===== src/rtl/cpu_run_ctrl.sv =====
// Run/halt/single-step sequencer for the uCISC cpu: issues a programmable-rate clock-enable
// tick, stops on request or on a PC breakpoint, and single-steps one instruction at a time.
module cpu_run_ctrl #(
    parameter int          DIV_WIDTH = 25,
    parameter logic [1:0]  STEP_LAST = 2'd3,
    parameter bit          RESET_RUN = 1'b1
) (
    input  logic                 clock_input,
    input  logic                 reset,
    input  logic [DIV_WIDTH-1:0] div_limit,
    input  logic                 run_req,
    input  logic                 halt_req,
    input  logic                 step_req,
    input  logic                 bp_enable,
    input  logic [15:0]          bp_addr,
    input  logic [15:0]          cpu_pc,
    input  logic [1:0]           cpu_step,
    output logic                 cpu_tick,
    output logic                 halted,
    output logic                 bp_hit,
    output logic [1:0]           state,
    output logic [15:0]          instr_count
);

    typedef enum logic [1:0] {
        ST_HALT  = 2'd0,
        ST_RUN   = 2'd1,
        ST_STEP  = 2'd2,
        ST_BREAK = 2'd3
    } state_t;

    localparam state_t RST_STATE = RESET_RUN ? ST_RUN : ST_HALT;

    state_t                 state_q, state_d;
    logic [DIV_WIDTH-1:0]   presc_q, presc_d;
    logic                   tick_q, tick_d;
    logic                   bp_hit_q, bp_hit_d;
    logic                   bp_skip_q, bp_skip_d;
    logic                   halted_q, halted_d;
    logic [15:0]            instr_count_q, instr_count_d;

    logic active, stopped_q, stopped_d, tick_due, bp_match, boundary;

    always_comb begin
        state_d       = state_q;
        presc_d       = '0;
        tick_d        = 1'b0;
        bp_skip_d     = bp_skip_q;
        instr_count_d = instr_count_q;

        active    = (state_q == ST_RUN) || (state_q == ST_STEP);
        stopped_q = (state_q == ST_HALT) || (state_q == ST_BREAK);
        tick_due  = active && (presc_q == div_limit);
        bp_match  = (state_q == ST_RUN) && tick_due && bp_enable &&
                    (cpu_pc == bp_addr) && (cpu_step == 2'd0) && !bp_skip_q;

        case (state_q)
            ST_HALT, ST_BREAK: begin
                if (halt_req)      state_d = ST_HALT;
                else if (run_req)  state_d = ST_RUN;
                else if (step_req) state_d = ST_STEP;
            end
            ST_RUN: begin
                if (halt_req)      state_d = ST_HALT;
                else if (bp_match) state_d = ST_BREAK;
            end
            ST_STEP: begin
                if (halt_req)     state_d = ST_HALT;
                else if (run_req) state_d = ST_RUN;
                else if (tick_due && (cpu_step == STEP_LAST)) state_d = ST_HALT;
            end
            default: state_d = RST_STATE;
        endcase

        // A halt request or a breakpoint hit swallows the tick that was due this cycle.
        tick_d    = tick_due && !halt_req && !bp_match;
        boundary  = tick_d && (cpu_step == STEP_LAST);
        stopped_d = (state_d == ST_HALT) || (state_d == ST_BREAK);

        if (active && !stopped_d)
            presc_d = tick_due ? '0 : presc_q + DIV_WIDTH'(1);

        // Resuming must let the instruction sitting on the breakpoint run once.
        if (stopped_q && !stopped_d)
            bp_skip_d = 1'b1;
        else if (boundary)
            bp_skip_d = 1'b0;

        if (boundary)
            instr_count_d = instr_count_q + 16'd1;

        bp_hit_d = (state_d == ST_BREAK);
        halted_d = stopped_d;
    end

    always_ff @(posedge clock_input) begin
        if (reset) begin
            state_q       <= RST_STATE;
            presc_q       <= '0;
            tick_q        <= 1'b0;
            bp_hit_q      <= 1'b0;
            bp_skip_q     <= 1'b0;
            halted_q      <= !RESET_RUN;
            instr_count_q <= 16'd0;
        end else begin
            state_q       <= state_d;
            presc_q       <= presc_d;
            tick_q        <= tick_d;
            bp_hit_q      <= bp_hit_d;
            bp_skip_q     <= bp_skip_d;
            halted_q      <= halted_d;
            instr_count_q <= instr_count_d;
        end
    end

    assign cpu_tick    = tick_q;
    assign halted      = halted_q;
    assign bp_hit      = bp_hit_q;
    assign state       = state_q;
    assign instr_count = instr_count_q;

endmodule


===== config.mk =====
export PLATFORM = sky130hd
export DESIGN_NAME = cpu_run_ctrl
export DESIGN_NICKNAME = d
export VERILOG_FILES = /design/src/rtl/cpu_run_ctrl.sv
export SDC_FILE = /design/constraint.sdc
export NUM_CORES = 1
export LEC_CHECK = 0
export BUFFER_PORTS_ARGS = -buffer_cell sky130_fd_sc_hd__buf_2
export CAP_MARGIN = 20
export CORE_ASPECT_RATIO = 1.2
export CORE_MARGIN = 5
export CORE_UTILIZATION = 35
export CTS_CLUSTER_SIZE = 12
export DETAILED_ROUTE_END_ITERATION = 7
export SETUP_SLACK_MARGIN = 0.5
export SLEW_MARGIN = 20
export SYNTH_ARGS = -nofsm -noshare
export SYNTH_HDL_FRONTEND = slang
export SYNTH_SLANG_ARGS = --single-unit

===== constraint.sdc =====
create_clock -name clock_input -period 3.3 [get_ports clock_input]
set_clock_uncertainty 0.15 [all_clocks]
set_input_delay 0.33 -clock clock_input [delete_from_list [all_inputs] [get_ports clock_input]]
set_output_delay 0.33 -clock clock_input [all_outputs]
set_load 0.005 [all_outputs]

* After elaboration in Yosys (flattened, before gate mapping)
Cells that the tools add are included.
** Cells by class
- Add/sub/neg operators :: 2
- Equality and inequality tests :: 7
- Muxes and demuxes :: 11
- Bitwise logic cells :: 1
- Reductions and logical operators :: 25
** Operator list (number)
- $add 25x1->25 const B :: 1
- $eq 25x25->1 :: 1
- $add 16x1->16 const B :: 1
- $eq 16x16->1 :: 1
- $mux 2 :: 8
- $logic_and 1x1->1 :: 12
- $eq 2x2->1 const B :: 4
- $logic_not 2->1 :: 3
- $pmux 2 s3 :: 1
- $logic_not 1->1 :: 4
- $logic_or 1x1->1 :: 3
- $reduce_or 3->1 :: 1
- $eq 2x1->1 const B :: 1
- $mux 1 :: 2
- $reduce_bool 2->1 :: 1
- $reduce_or 2->1 :: 1
- $not 1->1 :: 1
** Storage, ports and cells
- Register bits :: 47
- Output and inout bits :: 21
- Word-level logic and storage cells :: 53

* Longest topological paths before layout
- Depth after elaboration :: 17
- Mapped depth :: 13
- Mapped depth without buffers :: 11

* Least setup slack after synthesis
Ideal clock, no wire load.
- Path kind :: in2reg
- From :: input port state[0]
- To :: register presc_q[24]
- Data arrival time :: 2.654 ns
- Data required time :: 3.033 ns
- Setup slack :: 0.379 ns
- Stages :: 14
- Path buffers :: 3
- Cell sequence :: dfxtp_1 -> inv_1 -> ha_1 -> buf_1 -> nor2_1 -> nand4_2 -> or2_1 -> buf_6 -> o31ai_1 -> nand3_1 -> ha_1 -> nand3_1 -> buf_2 -> nor2_1
** On the way
- Cells in the longest elaborated chain, start to end :: 17
- Elaborated cells between the ends (all ways) :: 29
- Those cells by class :: eq/ne: 4; mux: 9; bitwise: 1; reduce/logical: 15
** Ends and longest elaborated chain
- from (decl) :: RTL line 21 : output logic [1:0] state,
- $eq 2x1->1 or $eq 2x2->1 (tied branches) :: RTL line 51, 54, 57
- $logic_or 1x1->1 :: RTL line 51 : active = (state_q == ST_RUN) || (state_q == ST_STEP);
- $logic_and 1x1->1 :: RTL line 53 : tick_due = active && (presc_q == div_limit);
- $logic_and 1x1->1 (3 in a row) :: RTL line 54 : bp_match = (state_q == ST_RUN) && tick_due && bp_enable &&
- $logic_and 1x1->1 (2 in a row) :: RTL line 55 : (cpu_pc == bp_addr) && (cpu_step == 2'd0) && !bp_skip_q;
- $mux 2 :: RTL line 65 : else if (bp_match) state_d = ST_BREAK;
- $mux 2 :: RTL line 64 : if (halt_req) state_d = ST_HALT;
- $pmux 2 s3 * :: RTL line 57 : case (state_q)
- via state_d[1] :: RTL line 34 : state_t state_q, state_d;
- $eq 2x2->1 or $logic_not 2->1 (tied branches) :: RTL line 78 : stopped_d = (state_d == ST_HALT) || (state_d == ST_BREAK);
- $logic_or 1x1->1 * :: RTL line 78
- $logic_not 1->1 * :: RTL line 80 : if (active && !stopped_d)
- $logic_and 1x1->1 * :: RTL line 80
- $not 1->1 (no source line) *
- $reduce_or 3->1 (no source line) *
- to (signal assigned) :: RTL line 107 : presc_q <= presc_d;
- to (decl) :: RTL line 35 : logic [DIV_WIDTH-1:0] presc_q, presc_d;
The timed path passes the listed nets; every way through them passes the cells marked *.
A chain may end at the register's enable or synchronous reset.

* Final worst setup path
- From :: input port presc_q[19]
- To :: register presc_q[9]
** On the way
- Cells in the longest elaborated chain, start to end :: 16
- Elaborated cells between the ends (all ways) :: 21
- Those cells by class :: eq/ne: 2; mux: 6; bitwise: 1; reduce/logical: 12
** Ends and longest elaborated chain (RTL line)
- $eq 25x25->1 * :: 53
- $logic_and 1x1->1 * :: 53
- $logic_and 1x1->1 (3 in a row) :: 54
- $logic_and 1x1->1 (2 in a row) :: 55
- $mux 2 :: 65
- $mux 2 :: 64
- $pmux 2 s3 * :: 57
- via state_d[1] :: 34
- $eq 2x2->1 or $logic_not 2->1 (tied branches) :: 78
- $logic_or 1x1->1 * :: 78
- $logic_not 1->1 * :: 80
- $logic_and 1x1->1 * :: 80
- $not 1->1 (no source line) *
- $reduce_or 3->1 (no source line) *
Marks and branches as above.

==> flow_metrics.py <==
metrics = {
    "job": {
        "maxCapViolations": 0,
    },
    "clock_tree": {
        "clk_pin_slew_worst_paths_ns": 0.09,
        "cts.path.max_buffers": 2,
        "clk_latency_ns": 0.30,
        "htree_levels": 2,
        "cts_tree": "yes",
        "cts_buffers": 5,
        "cts_root_buf": "clkbuf_8",
        "ctsHoldBuffers": 0,
        "clkSinkCount": 47,
    },
    "logic_synthesis": {
        "yosysMostFrequentCell": "dfxtp_1",
        "ys_warn_count": 0,
        "ys_types": 41,
        "synthTopCellsByArea": "dfxtp_1 35%, xor2_1 13%, xnor2_1 7.8%, nor2_1 6.3%, nand4_1 3.0%",
        "synth.top_cells.by_count": "47 x dfxtp_1, 45 x nor2_1, 41 x xor2_1",
        "avgSynthCellArea_um2": 8.59,
        "synth-edff-count": 0,
        "synth_nets": 383,
        "ys_seq_area_share_pct": 35.0,
        "netlist_area_um2": 2690,
        "async_flop_share_pct": 0,
        "ys.flop_type": "dfxtp_1",
        "synth-seq-cells": 47,
        "yosysTopAreaCell": "dfxtp_1",
        "netlist_instances": 313,
        "yosys.area.top_type_share_pct": 35.0,
    },
    "setup_path": {
        "worst_setup_path_start_kind": "flop",
        "crit-reg2reg-capture": "presc_q[9]$_SDFF_PP0_",
        "path_max_fanout": 7,
        "crit_end": "presc_q[9]$_SDFF_PP0_",
        "crit_start": "presc_q[19]$_SDFF_PP0_",
        "rr_startpoint": "presc_q[19]$_SDFF_PP0_",
        "path_class": "reg2reg",
        "r2r_setup_slack_ns": 0.59,
        "cp.arrival_ns": 2.79,
        "worstPathRequired_ns": 3.38,
        "rr_worst_depth": 9,
        "end_kind": "flop",
    },
    "pwr": {
        "swShare_pct": 24.3,
        "p_leak_uw": 0.00146,
        "p_switching_uw": 286,
        "clkPwrFrac_pct": 37.7,
        "ir_worst_vdd_mv": 0.167,
        "combPwrFrac_pct": 13.4,
        "p_per_area_nw_per_um2": 328,
        "seqPwrFrac_pct": 48.9,
        "intPower_uw": 890,
    },
    "detailed_routing": {
        "drt-initial-drc-count": 70,
        "drc_errors": 0,
        "drt_first_pass_iters": 4,
        "vias": 2559,
        "ant_nets": 0,
        "wl_per_cell_um": 14.3,
        "via_per_inst": 5.10,
        "routed_wl_mm": 7.20,
    },
    "floorplan": {
        "core_area_um2": 7580,
        "die_area_um2": 9540,
        "die_h_um": 106,
        "rows": 35,
        "initial_utilization_pct": 35.5,
        "ios": 86,
        "chipWidth_um": 90.0,
    },
    "global_routing": {
        "grt_pass1_wl_mm": 11.4,
        "grt_remaining_overflow": 0,
        "antenna_found_initial": 0,
        "grt_max_degree": 31,
        "grt_pass1_vias": 2513,
        "track_usage_pct": 14.3,
    },
    "layout": {
        "syn2layout_area_growth_pct": 33.3,
        "diodes": 0,
        "nets": 479,
        "final_util_pct": 47.3,
        "drive_gt1_share_pct": 38.3,
        "instances_no_fill": 502,
    },
    "sta": {
        "tightest_slew_ns": 0.822,
        "period_share_pct": 82.1,
        "rsz0062_at_grt": "no",
        "finalSetupTns_ns": 0,
        "finalCriticalPeriod_ns": 2.71,
        "fmax_mhz": 369,
        "drv_slew": 0,
        "hold_slack_ns": 0.215,
        "hold_violations": 0,
        "maxSlewHeadroom_pct": 45.0,
        "setup_viol": 0,
    },
    "hold_path": {
        "hold_path_class": "in2reg",
    },
    "run_status": {
        "status": "finished clean",
    },
    "placed_design": {
        "portBuffers": 85,
        "dpl.hpwl_mm": 5.17,
        "place_inst": 484,
        "gp_congestion": 0.889,
    },
}
==> per-stage QoR <==
stage	area, um^2	setup slack, ns	power [uW]
final	3580	0.590	1180
after global routing	3580	0.477	1230
after CTS	3400	0.527	1180
after detailed placement	3220	0.144	716
after global placement	3220	0.224	714
after floorplan	2700	0.519	654
==> power by group through the flow <==
stage	logic (uW)	registers, uW	clock network (uW)
after floorplan	65.6	589	0
after global placement	125	589	0
after detailed placement	127	589	0
after CTS	141	576	458
after global routing	172	576	486
final	157	576	444
==> cell type report <==
class,count,area (um^2)
Timing Repair Buffer,97,515
Inverter,8,30.0
Tap cell,92,115
Sequential cell,47,960
Clock inverter,2,35.0
Clock buffer,6,82.6
Fill cell,760,3990
Multi-Input combinational cell,250,1850
==> layer usage <==
metal	vias up	share of wire, %	global-route usage [%]
li1	1291	-	-
met1	1201	42	16.8
met2	60	52	25.2
met3	7	5.3	3.82
met4	0	0.92	4.47
met5	-	0	0
==> flip-flops by register name, summed over array words and instances (netlist names) <==
signal	count
presc_q	25
instr_count	16
state	2
bp_hit	1
bp_skip_q	1
cpu_tick	1
halted	1
==> cells in the final DEF (no fill, tap or decap), drive strengths merged, types with 12 or more instances in the layout <==
cell type,Yosys,layout
nand4,14,14
xnor2,24,24
dfxtp,47,47
buf,8,97
nand2,18,18
xor2,41,41
nor4,14,14
nor2,45,45
a21oi,12,12
nand3,15,18
==> critical path: stages, from the launching register on <==
cell	delay, ns
dfxtp_2	0.36
xnor2_2	0.16
nand4_1	0.16
or3_4	0.43
or2_4	0.27
o31ai_4	0.25
nand3_1	0.15
ha_4	0.39
nand3_4	0.18
nor2_1	0.14
==> timing repair <==
item / 4_1_cts / 5_1_grt
endpoints found under the setup margin: 25 / 26
buffers inserted: 0 / 7
gates cloned: 2 / 1
resized for setup: 7 / 33
pin swaps: 1 / 19
==> worst min-delay path by stage <==
stage	startpoint	end	slack, ns	depth (start not counted)
floorplan	halt_req	cpu_tick$_SDFF_PP0_	0.26	1
global placement	presc_q[0]$_SDFF_PP0_	presc_q[0]$_SDFF_PP0_	0.31	1
detailed placement	bp_skip_q$_SDFFE_PP0P_	bp_skip_q$_SDFFE_PP0P_	0.32	2
CTS	halt_req	cpu_tick$_SDFF_PP0_	0.19	2
global route	halt_req	cpu_tick$_SDFF_PP0_	0.21	2
finish	halt_req	cpu_tick$_SDFF_PP0_	0.22	2
==> kinds of logic after synthesis <==
kind of cell | share of synthesized area [%]
and+or+nand+nor | 29.0
xor gates and xnor gates | 21.2
DFF | 35.0
AOI/OAI and AO/OA | 6.65
buffers and inverters | 3.35
muxes | 2.47
adders and majority gates | 2.33
Power figures use the tool's default switching activity.
